File: src/rtl/chose_2to1_arbiter_pkg.sv
// chose_arb_pkg: state and select encodings shared by the arbiter slice
package chose_arb_pkg;
    localparam logic [1:0] S_IDLE = 2'd0;
    localparam logic [1:0] S_OWN0 = 2'd1;
    localparam logic [1:0] S_OWN1 = 2'd2;
    localparam logic SEL_IN0 = 1'b0;
    localparam logic SEL_IN1 = 1'b1;
    function automatic logic [1:0] own_state(input logic i);
        return i ? S_OWN1 : S_OWN0;
    endfunction
endpackage

File: src/rtl/chose_2to1.sv
// chose_2to1: 1-bit 2-to-1 mux, s=0 picks a, s=1 picks b
module chose_2to1 (
    input  logic a,
    input  logic b,
    input  logic s,
    output logic y
);
    assign y = s ? b : a;
endmodule

File: src/rtl/chose_2to1_arbiter.sv
// chose_2to1_arbiter: 2-input round-robin burst arbiter with registered output; CHOSE_FIXED_PRIORITY_EN gives input 0 fixed priority
module chose_2to1_arbiter
    import chose_arb_pkg::*;
#(
    parameter int WIDTH = 8,
    parameter int MAX_BURST = 4
) (
    input  logic             clk,
    input  logic             rst,
    input  logic             req0,
    input  logic [WIDTH-1:0] data0,
    output logic             ack0,
    input  logic             req1,
    input  logic [WIDTH-1:0] data1,
    output logic             ack1,
    output logic             out_valid,
    output logic [WIDTH-1:0] out_data,
    input  logic             out_ready,
    output logic             sel,
    output logic             busy
);
    logic [1:0] state, nxt;
    logic [WIDTH-1:0] mux_y;
    logic space, xfer, own, own_req, oth_req;
    assign space = !out_valid || out_ready;
    assign ack0 = !rst && state == S_OWN0 && req0 && space;
    assign ack1 = !rst && state == S_OWN1 && req1 && space;
    assign xfer = ack0 || ack1;
    assign own = state == S_OWN1;
    assign own_req = own ? req1 : req0;
    assign oth_req = own ? req0 : req1;
    assign busy = state != S_IDLE;
    for (genvar i = 0; i < WIDTH; i++) begin : g_mux
        chose_2to1 u_mux (.a(data0[i]), .b(data1[i]), .s(sel), .y(mux_y[i]));
    end
`ifdef CHOSE_FIXED_PRIORITY_EN
    always_comb begin
        nxt = state;
        if (state == S_IDLE)
            nxt = req0 ? S_OWN0 : req1 ? S_OWN1 : S_IDLE;
        else if (!own_req || (own && xfer && req0))
            nxt = oth_req ? own_state(!own) : S_IDLE;
    end
`else
    localparam int CW = $clog2(MAX_BURST) + 1;
    localparam logic [CW-1:0] CNT_LAST = CW'(MAX_BURST - 1);
    logic last, nxt_last, wrap;
    logic [CW-1:0] cnt, nxt_cnt;
    assign wrap = xfer && cnt == CNT_LAST;
    always_comb begin
        nxt = state;
        nxt_last = last;
        nxt_cnt = xfer ? (wrap ? '0 : cnt + CW'(1)) : cnt;
        if (state == S_IDLE) begin
            nxt = req0 && req1 ? own_state(!last) : req0 ? S_OWN0 : req1 ? S_OWN1 : S_IDLE;
            nxt_cnt = '0;
        end else if (!own_req || (wrap && oth_req)) begin
            nxt = oth_req ? own_state(!own) : S_IDLE;
            nxt_last = own;
            nxt_cnt = '0;
        end
    end
    // last=1 out of reset so input 0 wins the first contention
    always_ff @(posedge clk) begin
        if (rst) begin
            last <= 1'b1;
            cnt <= '0;
        end else begin
            last <= nxt_last;
            cnt <= nxt_cnt;
        end
    end
`endif
    always_ff @(posedge clk) begin
        if (rst) begin
            state <= S_IDLE;
            sel <= SEL_IN0;
            out_valid <= 1'b0;
            out_data <= '0;
        end else begin
            state <= nxt;
            sel <= nxt == S_OWN1 ? SEL_IN1 : SEL_IN0;
            out_valid <= xfer || (out_valid && !out_ready);
            if (xfer) out_data <= mux_y;
        end
    end
endmodule

File: config.mk
export PLATFORM = sky130hd
export DESIGN_NAME = chose_2to1_arbiter
export DESIGN_NICKNAME = d
export VERILOG_FILES = /design/src/rtl/chose_2to1_arbiter_pkg.sv /design/src/rtl/chose_2to1.sv /design/src/rtl/chose_2to1_arbiter.sv
export SDC_FILE = /design/constraint.sdc
export NUM_CORES = 1
export LEC_CHECK = 0
export BUFFER_PORTS_ARGS = -buffer_cell sky130_fd_sc_hd__buf_2
export CAP_MARGIN = 20
export CORE_MARGIN = 5
export CORE_UTILIZATION = 40
export CTS_BUF_LIST = sky130_fd_sc_hd__clkbuf_2
export DETAILED_ROUTE_END_ITERATION = 6
export PLACE_DENSITY = 0.67
export SYNTH_ARGS = -nofsm -noshare
export SYNTH_HDL_FRONTEND = slang
export SYNTH_SLANG_ARGS = --single-unit
export TNS_END_PERCENT = 50
File: constraint.sdc
create_clock -name clk -period 2.2 [get_ports clk]
set_input_delay 0.33 -clock clk [delete_from_list [all_inputs] [get_ports clk]]
set_output_delay 0.33 -clock clk [all_outputs]
set_load 0.02 [all_outputs]
# Word level (Yosys, flattened, before mapping)
# Cells that the tools add are included.
# W data, S select, Z words.
[op_classes]
muxes = 20
n_eq_ne = 4
shift = 0
bitwise = 1
reduce_logical = 22
addsub = 1
div_mod_pow = 0
n_lt_le_gt_ge = 0
n_mul = 0
[op_table]
columns = ["cell", "count"]
rows = [
  ["$mux W2", 8],
  ["$mux W1", 11],
  ["$logic_and A1 B1 Y1", 10],
  ["$eq A2 B2 Y1 const B", 2],
  ["$logic_not A1 Y1", 4],
  ["$logic_or A1 B1 Y1", 4],
  ["$add A3 B1 Y3 const B", 1],
  ["$eq A3 B2 Y1 const B", 1],
  ["$mux W3", 1],
  ["$reduce_or A3 Y1", 1],
  ["$eq A2 B1 Y1 const B", 1],
  ["$logic_not A2 Y1", 1],
  ["$reduce_and A2 Y1", 1],
  ["$reduce_bool A2 Y1", 1],
  ["$not A1 Y1", 1],
]
[word_totals]
wordCells = 54
in_bits = 21
n_memories = 0
regBits = 16
rom_bits = 0
latch_bits = 0
output_inout_bits = 13
ramBits = 0

# Longest topological paths before layout
# Gate-level depths: netlist of the first run.
[depth]
word_depth = 12
depth_mapped = 6
ltp_nobuf = 6

# Hierarchy
# Synthesis of the first run repeated with hierarchy kept, for this count alone.
[unflattened]
cells_unflattened = 96
hier_area_um2 = 934.6
[by_module_without_submodules]
columns = ["module", "cells_per_inst", "seq_area_each_um2", "area_per_inst_um2", "n_inst"]
rows = [
  ["chose_2to1_arbiter", 88, 320.3, 814.5, 1],
  ["chose_2to1", 1, 0.0, 15.0, 8],
]

# Least setup slack after synthesis of the first run
# No wires, ideal clock.
[synth_path]
path_kind = "reg2reg"
from = "register cnt[0]"
to = "register cnt[0]"
setup_slack_ns = 0.596
stages_incl_launch_ff = 7
path_buffers = 0
required_ns = 2.067
synth_period_minus_slack_ns = 1.604
arrival_ns = 1.471
setup_ns = 0.133
cell_sequence = "dfxtp_1 -> ha_1 -> ha_1 -> nand2_1 -> or4_4 -> a2bb2oi_2 -> nor3_2"
[synth_between]
elab_chain_cells = 5
elab_cells_between_ends = 7
cone_classes = "add/sub: 1; eq/ne: 1; mux: 1; reduce/logical: 4"
[synth_rtl]
columns = ["element", "line_no", "text"]
rows = [
  ["from (decl)", "chose_2to1_arbiter.sv:48", "logic [CW-1:0] cnt, nxt_cnt;"],
  ["from (signal assigned)", "chose_2to1_arbiter.sv:70", "cnt <= nxt_cnt;"],
  ["$eq A3 B2 Y1", "chose_2to1_arbiter.sv:49", "assign wrap = xfer && cnt == CNT_LAST;"],
  ["$logic_and A1 B1 Y1", "chose_2to1_arbiter.sv:49", ""],
  ["$logic_and A1 B1 Y1", "chose_2to1_arbiter.sv:57", "end else if (!own_req || (wrap && oth_req)) begin"],
  ["$logic_or A1 B1 Y1", "chose_2to1_arbiter.sv:57", ""],
  ["$reduce_or A3 Y1 (no line)", "-", ""],
]
# Several ways; a longest one is shown, not always the timed one.
# A chain may end at the register's enable or synchronous reset.

# Worst setup path in the final report of the first run
[layout_path]
from = "register out_valid"
to = "output ack0"
[layout_between]
elab_chain_cells = 3
[layout_rtl]
columns = ["element", "line_no", "text"]
rows = [
  ["from (decl)", "chose_2to1_arbiter.sv:16", "output logic out_valid,"],
  ["from (signal assigned)", "chose_2to1_arbiter.sv:83", "out_valid <= xfer || (out_valid && !out_ready);"],
  ["$logic_not A1 Y1", "chose_2to1_arbiter.sv:25", "assign space = !out_valid || out_ready;"],
  ["$logic_or A1 B1 Y1", "chose_2to1_arbiter.sv:25", ""],
  ["$logic_and A1 B1 Y1", "chose_2to1_arbiter.sv:26", "assign ack0 = !rst && state == S_OWN0 && req0 && space;"],
  ["to (decl)", "chose_2to1_arbiter.sv:12", "output logic ack0,"],
]
# No other way between the ends.

==> results of run 1 <==
## path summary, 6_finish.rpt
check	endpoint	from	slack (ps)
worst min-delay path	state[1]	rst	390
worst min register to register	out_data[4]	out_data[4]	540
worst max-delay path	ack0	out_valid	350
worst max register to register	cnt[1]	cnt[0]	350
## state kept, by name, indices dropped and copies added (netlist names)
register   cells
cnt            3
last           1
out_data       8
out_valid      1
sel            1
state          2
## kinds of logic after synthesis
family | after synthesis | share of synthesized area, %
buf+inv | 10 | 7.44
compound gates | 22 | 22.2
mux | 11 | 11.7
flops | 16 | 34.0
fa+ha+maj | 2 | 2.66
simple gates | 35 | 22.0
## cell usage after synthesis
cell        n
o221ai_1    1
nand3_1     1
nand3b_1    1
buf_6       4
nor2_1     13
dfxtp_1    16
a21o_1      1
nand2_1     4
nand3b_4    1
nand2b_1    1
and2_1      1
nor3_1      3
a21oi_1     5
mux2i_1    11
a2bb2oi_2   1
nor3_2      3
a211oi_1    1
o21ai_0     1
a211oi_2    9
buf_2       2
o41ai_1     2
ha_1        2
nor2b_1     3
or4b_1      1
inv_1       2
or2_1       1
or4_4       1
clkbuf_1    1
or4_1       1
a221o_1     1
buf_1       1
## layout by cell type (no fill, tap or decap)
cell / netlist / final
or2_1: 1 / 1
nand3b_1: 1 / 1
and2_1: 1 / 1
nand2_1: 4 / 4
inv_1: 2 / 2
a21o_1: 1 / 1
nor3_2: 3 / 3
a211oi_1: 1 / 1
ha_1: 2 / 2
dfxtp_1: 16 / 16
o41ai_1: 2 / 2
a21oi_1: 5 / 5
or4b_1: 1 / 1
buf_4: 0 / 2
or4_1: 1 / 1
a2bb2oi_2: 1 / 1
o21ai_0: 1 / 1
mux2i_1: 11 / 11
a211oi_2: 9 / 9
buf_2: 2 / 33
or4_4: 1 / 1
a221o_1: 1 / 1
nand2b_1: 1 / 1
nor3_1: 3 / 3
o221ai_1: 1 / 1
nand3_1: 1 / 1
nor2_1: 13 / 13
nand3b_4: 1 / 1
clkinv_1: 0 / 1
nor2b_1: 3 / 3
clkbuf_2: 0 / 3
## worst max-delay path, delay by kind of cell, from the launching register on
kind                   cells  cell delay, ps
flip-flops                 1             350
AND/OR/NAND/NOR            2             710
buffers and inverters      1             190
## power by group through the flow
stage                     sequential (mW)  clock (mW)  combinational [mW]
after floorplan                     0.330           0              0.0835
after global placement              0.325           0               0.125
after detailed placement            0.325           0               0.127
after CTS                           0.319       0.139               0.128
after global routing                0.321       0.150               0.140
final                               0.319       0.127               0.127
## final cells by class
type                       count  area share [%]
timing repair buffer          35            16.2
multi-input combinational     70            49.6
inverter                       2           0.674
clock inverter                 1           0.337
tap                           28            3.15
sequential                    16            28.8
clock buffer                   3            1.35
## metrics by stage
stage / instances / utilization [%] / total power [mW] / hold WS [ps] / area [µm²]
finish: 155 / 49.9 / 0.572 / 387 / 1110
global route: 155 / 49.9 / 0.611 / 362 / 1110
CTS: 155 / 49.9 / 0.585 / 352 / 1110
detailed placement: 151 / 49.0 / 0.452 / 524 / 1090
global placement: 151 / 49.0 / 0.450 / 504 / 1090
floorplan: 96 / - / 0.414 / 473 / 942
## routing by layer
metal	vias up	track usage, %	part of all wire (%)
met4	0	5.96	0.78
li1	415	-	-
met1	360	14.7	40
met2	46	22.5	47
met5	-	0	0
met3	4	3.07	12
==> metrics.txt, run 1 <==
critical path type=reg2out; dominant cell type by area after synthesis=dfxtp_1; CP max stage cell=nor2b_1; Least-Margin Pin Slew=around 740 ps; area of the mapped netlist=between 900 and 1000 µm²; Slew Limit Fails=0; area share of the largest cell type after synthesis=~34%; Final nets=151; setup TNS=0 ps; CTS HTree Levels=1; RSZ-0062 raised after global routing=false; register area share after synthesis=between 30 and 40%; Yosys warnings=0; final WL=about 2000 µm; crit path max fanout=11; FILL cells=approximately 220; Post-Place Worst Slack=410 ps; Die H=about 60 µm; Worst-path clk slew=around 140 ps; first-pass GRT wire length=around 3600 µm; via/cell ratio=5.32; Final Critical Period=roughly 1900 ps; Sequential Power Share=about 56%; clock buffer depth=2; post-route ant nets=0; Layout area overhead=18.2%; via count=about 830; sequence of cells on the critical path=nor2b_1 -> nor3_1 -> buf_2; path type of the worst min-delay path=in2reg; die width=approximately 60 µm; num rows=17; clock sink count=16; CP required=1870 ps; grt total ovfl=0; Switching Share=just over 30%; Root Buffer=clkbuf_2; Post-Synthesis Cells=96; Clock Latency Late Sink=between 200 and 300 ps; vias in the first global route=899; largest cells by area after synthesis=dfxtp_1 34%, a211oi_2 12%, mux2i_1 12%, nor2_1 5.2%, buf_6 4.8%; crit path DAT=between 1500 and 2000 ps; slowest stage delay, CP=around 600 ps; DR iter-0 viols=17; outcome=complete, no violations; Switch Pwr=about 170 µW; PortBufs=33; post-CTS sizing=0; Max Clk Rate=approximately 540 MHz; Setup crit start kind=flop; register area=between 300 and 400 µm²; Post-CTS Setup Inserts=0; synth unique cells=31; CTS Buf Count=3; Avg Inst Size Synth=9.81 µm²; Final Hold Viols=0; worst rel slew slack=a little over 50%; largest net degree at the start of global routing=21; CP Capture Type=output port; Setup WS post-layout=around 350 ps; Net Count, Synth=~120; Placer Congestion=about 0.86; initial core utilization=42.2%; Leak=roughly 0.46 nW; Hold Buf Count CTS=0; worst ir drop on vdd=0.222 mV; total track usage=12.9%; initial antenna violation count=0; Max Cap Viol=0; core area=roughly 2200 µm²; synthesized flop and latch total=16; post-route clock skew=8.39 ps; power per cell area=514 nW/µm²; reg2reg path depth=6; I/O pin count=34; layout cell share with drive strength beyond 1=about two fifths; DIE AREA=approximately 3400 µm²; hold path depth=2; Gate power share=22.1%; TritonRoute pass-1 iters=4; Pint=about 400 µW; Clock power frac=roughly 22%; Final HPWL DP=1550 µm; drc violations=0; WL/cell=~13 µm; diode count=0; Tcrit/Tclk final=a little over four fifths; footprint of the multi-input gates=between 500 and 600 µm²; CTS tree=done; final setup violating endpoints=0
(Power assumes the default switching activity.)
==> run 2, diff against run 1 <==
- ABC_AREA: default -> 1
- PLACE_DENSITY: 0.67 -> 0.71
- clock period: 2.2 -> 1.5 ns (I/O delays scaled with it)
==> run 2 against run 1 <==
  * Via count decreased by 0.12%
  * Sequential cell count unchanged
  * Non-clock buffer count increased by 1
  * Sequential power up 53%
  * Power increased by 62%
  * First-iteration DRC count increased by 18%
  * Critical endpoint is now state[0]
  * Largest cell class unchanged
==> metrics.txt, run 2 <==
outcome=complete, no violations; worst ir drop on vdd=0.419 mV (+89%); Avg Inst Size Synth=7.78 µm² (-21%); grt total ovfl=0 (unchanged); hold slack=216 ps (-171 ps); setup TNS=0 ps (unchanged); Worst Setup SP=cnt[0]; Top delay family on crit path=adder cells; worst rel slew slack=81.8% (+31 points); sequence of cells on the critical path=ha_1 -> ha_1 -> inv_1 -> nor2_2 -> nand2_4 -> nand3_1 -> nand2_1 -> clkinv_1 -> a21oi_1; total track usage=13.0% (+0.054 points); post-CTS sizing=0 (unchanged); I/O pin count=34 (unchanged); largest cells by area after synthesis=dfxtp_1 37%, a21oi_1 7.6%, nand2_1 6.6%, nor2_1 6.6%, a211oi_2 5.8%; slowest stage delay, CP=350 ps (-250 ps); most frequent cells in the layout=33 x buf_2, 15 x nand2_1, 14 x nor2_1; CTS tree=done; RSZ-0062 raised after global routing=true; Root Buffer=clkbuf_2; CP max stage cell=dfxtp_2; power per cell area=869 nW/µm² (+69%); Hold Buf Count CTS=0 (unchanged); Least-Margin Pin Slew=273 ps (-465 ps); largest net degree at the start of global routing=14 (-33%); max reg flops=8 (unchanged); register area share after synthesis=37.4% (+3.4 points); Placer Congestion=0.889 (+3.2%); Final Critical Period=between 1000 and 1500 ps; Final Hold Viols=0 (unchanged); Simple-Gate Fraction of Synth Area=23.8% (+1.8 points); xor/xnor share of the synthesized area=0% (unchanged); top-count cell post-synth=dfxtp_1; TritonRoute pass-1 iters=4 (unchanged); synthesized flop and latch total=16 (unchanged); crit path max fanout=4 (-7); total placed instance area=1040 µm² (-4.9%); Die H=56.3 µm (-3.9%); FILL cells=217 (-2.7%); Leak=0.532 nW (+17%); Post-Synthesis Cells=110 (+15%); ys flop type=dfxtp_1; critical path type=reg2reg; WL/cell=11.4 µm (-13%); reg2reg start=cnt[0]; first-pass GRT wire length=3340 µm (-6.0%); clock buffer depth=2 (unchanged); path type of the worst min-delay path=in2reg; Buf/Inv on CP=2 (+1); dominant cell type by area after synthesis=dfxtp_1; adder-cell area share of the yosys netlist=2.92% (+0.27 points); Slew Limit Fails=0 (unchanged); Final nets=170 (+13%); crit path DAT=1650 ps (+130 ps); Largest regs=out_data x8, cnt x3, state x2; Worst-path clk slew=160 ps (+20 ps); initial core utilization=42.8% (+0.57 points); Setup crit start kind=flop; HP Start=out_ready; Final HPWL DP=1580 µm (+1.9%); vias in the first global route=795 (-12%); Design Area, Final=1070 µm² (-4.0%); DIE AREA=3160 µm² (-7.6%); layout cell share with drive strength beyond 1=39.0% (-2.7 points); Synth Area in Compound Gates=20.3% (-1.9 points); CP Capture Type=flop; drc violations=0 (unchanged); post-route ant nets=0 (unchanged); EDFF count, synth=0 (unchanged); clock sink count=16 (unchanged); leading post-synthesis cells by instance count=16 x dfxtp_1, 15 x nand2_1, 15 x nor2_1, 13 x a21oi_1, 13 x inv_1; CP required=1730 ps (-140 ps); area share of the largest cell type after synthesis=37.4% (+3.4 points); synth unique cells=23 (-26%); core area=2000 µm² (-10%); largest family of logic cells by synthesized area=simple AND/OR/NAND/NOR gates; via/cell ratio=4.76 (-11%); most frequent CP cell=ha_1; Tcrit/Tclk final=a little over nine tenths; final setup violating endpoints=0 (unchanged); post-route clock skew=12.2 ps (+3.85 ps); Yosys warnings=0 (unchanged); Post-CTS Setup Inserts=0 (unchanged); Max Cap Viol=0 (unchanged); Clock Latency Late Sink=290 ps (about the same); asr flop ratio synth=0% (unchanged); final WL=1970 µm (-3.2%); initial antenna violation count=0 (unchanged); PortBufs=33 (unchanged); via count=824 (-0.12%); Biggest register=out_data; area of the mapped netlist=856 µm² (-9.2%); num rows=16 (-1); CTS HTree Levels=1 (unchanged); Max Clk Rate=between 700 and 800 MHz; diode count=0 (unchanged); Net Count, Synth=133 (+12%); commonest non-fill, non-tap cell in the layout=buf_2; DR iter-0 viols=20 (+3); mux contribution to synthesized area=4.68% (-7.0 points); CTS Buf Count=3 (unchanged); die width=56.3 µm (-3.9%); Layout area overhead=24.9%
==> run 2: cell count changes in the layout (fill, tap and decap cells not counted), moves of 6 or more <==
cell and change:
a21oi_1 +8, inv_1 +11, mux2i_1 -7, nand2_1 +11
o21ai_0 +6
==> run 2: path summary, 6_finish.rpt <==
check,end,slack (ps),cells past startpoint
setup / recovery,state[0],80,9
hold / removal,out_valid,220,4
setup reg to reg,state[0],80,9
hold reg to reg,last,500,2
==> run 2: cell type report <==
type	count	area [µm²]	share of cell area [%]
clock buffers	3	15.0	1.41
well taps	27	33.8	3.16
flip-flops and latches	16	327	30.6
clock inverters	1	3.75	0.351
inverters	15	56.3	5.27
multi-input cells	75	445	41.7
repair buffers	36	188	17.6
==> run 2: cell families after synthesis <==
kind of cell    Yosys count
mux                       4
buf+inv                  19
compound gates           26
simple gates             43
fa+ha+maj                 2
flops                    16
==> run 2: worst reg2reg max path: cells and delay by family, from the launching register on <==
family | cells | cell delay (ps)
buffers and inverters | 2 | 180
and+or+nand+nor | 4 | 290
DFF | 1 | 350
adders and majority gates | 2 | 400
AOI/OAI and AO/OA | 1 | 140
==> run 2: stage by stage <==
stage / setup WS (ps) / total power [mW] / utilization (%) / std cells
6_report: 84.7 / 0.929 / 53.4 / 173
5_1_grt: -11.5 / 0.997 / 53.4 / 173
4_1_cts: 33.2 / 0.934 / 52.9 / 173
3_5_place_dp: 73.1 / 0.743 / 52.0 / 169
3_3_place_gp: 154 / 0.735 / 52.0 / 169
2_1_floorplan: 193 / 0.663 / - / 110
==> run 2: power by group <==
group	total, mW	switching, mW	leakage (nW)	internal, mW
Clock	0.193	0.135	0.0140	0.0579
Sequential	0.488	0.0307	0.132	0.457
Combinational	0.248	0.151	0.386	0.0975
Total	0.929	0.317	0.532	0.612
==> run 2: per-layer routing <==
layer,share of wire [%],vias to the layer above,routed length [µm],global-route usage (%)
li1,-,435,-,-
met1,47,352,928,15.5
met2,43,33,850,20.5
met3,8.9,4,176,5.28
met4,0.96,0,19,5.08
met5,0,-,0,0
==> run 3, diff against run 2 <==
- RECOVER_POWER: default -> 25
- SKIP_LAST_GASP: default -> 1
==> run 3 against run 2 <==
  * Clock skew shrank 1.9 ps
  * Final cell count is the same
  * Power down 0.49%
  * Utilization down 0.44 points
  * Cell area fell by 0.82%
  * Critical path depth increased by 1
  * Critical path type unchanged
  * Largest power group unchanged
==> metrics.txt, run 3 (synthesis results as in run 2) <==
Buf/Inv on CP=2 (unchanged); RSZ-0062 raised after global routing=true; I/O pin count=34 (unchanged); Worst-path clk slew=160 ps (about the same); crit path DAT=1670 ps (+20 ps); hold path depth=3 (-1); layout cell share with drive strength beyond 1=34.2% (-4.8 points); Final Hold Viols=0 (unchanged); diode count=0 (unchanged); via count=828 (+0.49%); die width=56.3 µm (unchanged); num rows=16 (unchanged); total track usage=13.0% (unchanged); via/cell ratio=4.79 (+0.49%); first-pass GRT wire length=3340 µm (unchanged); Die H=56.3 µm (unchanged); Final HPWL DP=1580 µm (unchanged); Largest regs=out_data x8, cnt x3, state x2; post-route ant nets=0 (unchanged); R2R setup slack=70 ps (about the same); footprint of the multi-input gates=445 µm² (unchanged); DIE AREA=3160 µm² (unchanged); Final Critical Period=1430 ps (+11.9 ps); Final nets=170 (unchanged); outcome=complete, no violations; largest net degree at the start of global routing=14 (unchanged); initial core utilization=42.8% (unchanged); register area=325 µm² (-0.38%); clock sink count=16 (unchanged); critical path type=reg2reg; final WL=1970 µm (-0.10%); CP max stage cell=dfxtp_1; CTS Buf Count=3 (unchanged); Setup crit start kind=flop; reg2reg path depth=10 (+1); Design Area, Final=1060 µm² (-0.82%); drc violations=0 (unchanged); DR iter-0 viols=19 (-5.0%); Root Buffer=clkbuf_2; core area=2000 µm² (unchanged); slowest stage delay, CP=370 ps (+20 ps); Slew Limit Fails=0 (unchanged); power per cell area=872 nW/µm² (+0.33%); Max Clk Rate=701 MHz (-0.83%); worst ir drop on vdd=0.419 mV (-0.22%); sequence of cells on the critical path=ha_1 -> ha_1 -> inv_1 -> nor2_2 -> nand2_4 -> nand3_1 -> nand2_1 -> clkinv_1 -> nand2_1 -> nor2_2; Max Cap Viol=0 (unchanged); Clock Latency Late Sink=280 ps (about the same); WL/cell=11.4 µm (-0.10%); grt total ovfl=0 (unchanged); Layout area overhead=23.8%; vias in the first global route=795 (unchanged); CP Capture Type=flop; Placer Congestion=0.889 (unchanged); clock buffer depth=2 (unchanged); PortBufs=33 (unchanged); final setup violating endpoints=0 (unchanged); initial antenna violation count=0 (unchanged); Least-Margin Pin Slew=271 ps (-1.44 ps); worst rel slew slack=81.9% (+0.096 points); TritonRoute pass-1 iters=5 (+1); Top delay family on crit path=simple AND/OR/NAND/NOR gates; most frequent cells in the layout=27 x buf_2, 15 x nand2_1, 14 x nor2_1; Core Util, Final=52.9% (-0.44 points); Biggest register=out_data; CTS HTree Levels=1 (unchanged); path type of the worst min-delay path=in2reg; commonest non-fill, non-tap cell in the layout=buf_2; total placed instance area=1040 µm² (unchanged); max reg flops=8 (unchanged); crit path max fanout=4 (unchanged); Leak=0.506 nW (-4.9%); CP required=1740 ps (about the same); FILL cells=219 (+0.92%); critical path depth=10 (+1); Tcrit/Tclk final=95.1% (+0.79 points); post-route clock skew=10.4 ps (-1.86 ps); CTS tree=done
[run 3: cell types whose count changed in the layout (fill, tap and decap cells not counted), sizes merged]
cell and delta:
buf -6, clkbuf +6
[run 3: cell type report]
class	count	share of cell area (%)
multi-input combinational	75	42.0
timing repair buffer	36	17.0
tap	27	3.19
sequential	16	30.7
inverter	15	5.31
clock buffer	3	1.42
clock inverter	1	0.354
[run 3: final timing paths]
check / startpoint / to
hold reg to reg: last / last
setup / recovery: cnt[1] / sel
hold / removal: data1[7] / out_data[7]
setup reg to reg: cnt[1] / sel
[run 3: worst min-delay path: stages]
cell and delay, ps:
buf_2 80, a21oi_1 50, a21oi_1 130
[run 3: report_power, final]
part           internal [mW]  leakage, nW  switching [mW]
Combinational         0.0943        0.360           0.151
Clock                 0.0579       0.0140           0.133
Sequential             0.457        0.132          0.0312
Total                  0.609        0.506           0.315
[run 3: metrics by stage]
step	TNS, ps	worst slack (ps)	total power, mW	instances	hold slack [ps]
after floorplan	0	193	0.663	110	412
after global placement	0	154	0.735	169	464
after detailed placement	0	73.1	0.743	169	467
after CTS	0	33.2	0.934	173	214
after global routing	-26.6	-26.6	0.989	173	228
final	0	72.9	0.925	173	224
[run 3: metal layers]
metal	part of all wire, %	GRT usage (%)	vias to the layer above	routed length (µm)
met4	1.3	5.08	0	25
met2	42	20.5	37	835
li1	-	-	434	-
met1	47	15.5	351	936
met5	0	0	-	0
met3	8.9	5.28	6	175
[run 3: repair_timing]
item | CTS | global route
endpoints found under the hold margin | 0 | 0
buffers inserted | 0 | 0
endpoints found under the setup margin | 0 | 9
hold buffers | 0 | 0
gates resized for setup | 0 | 5
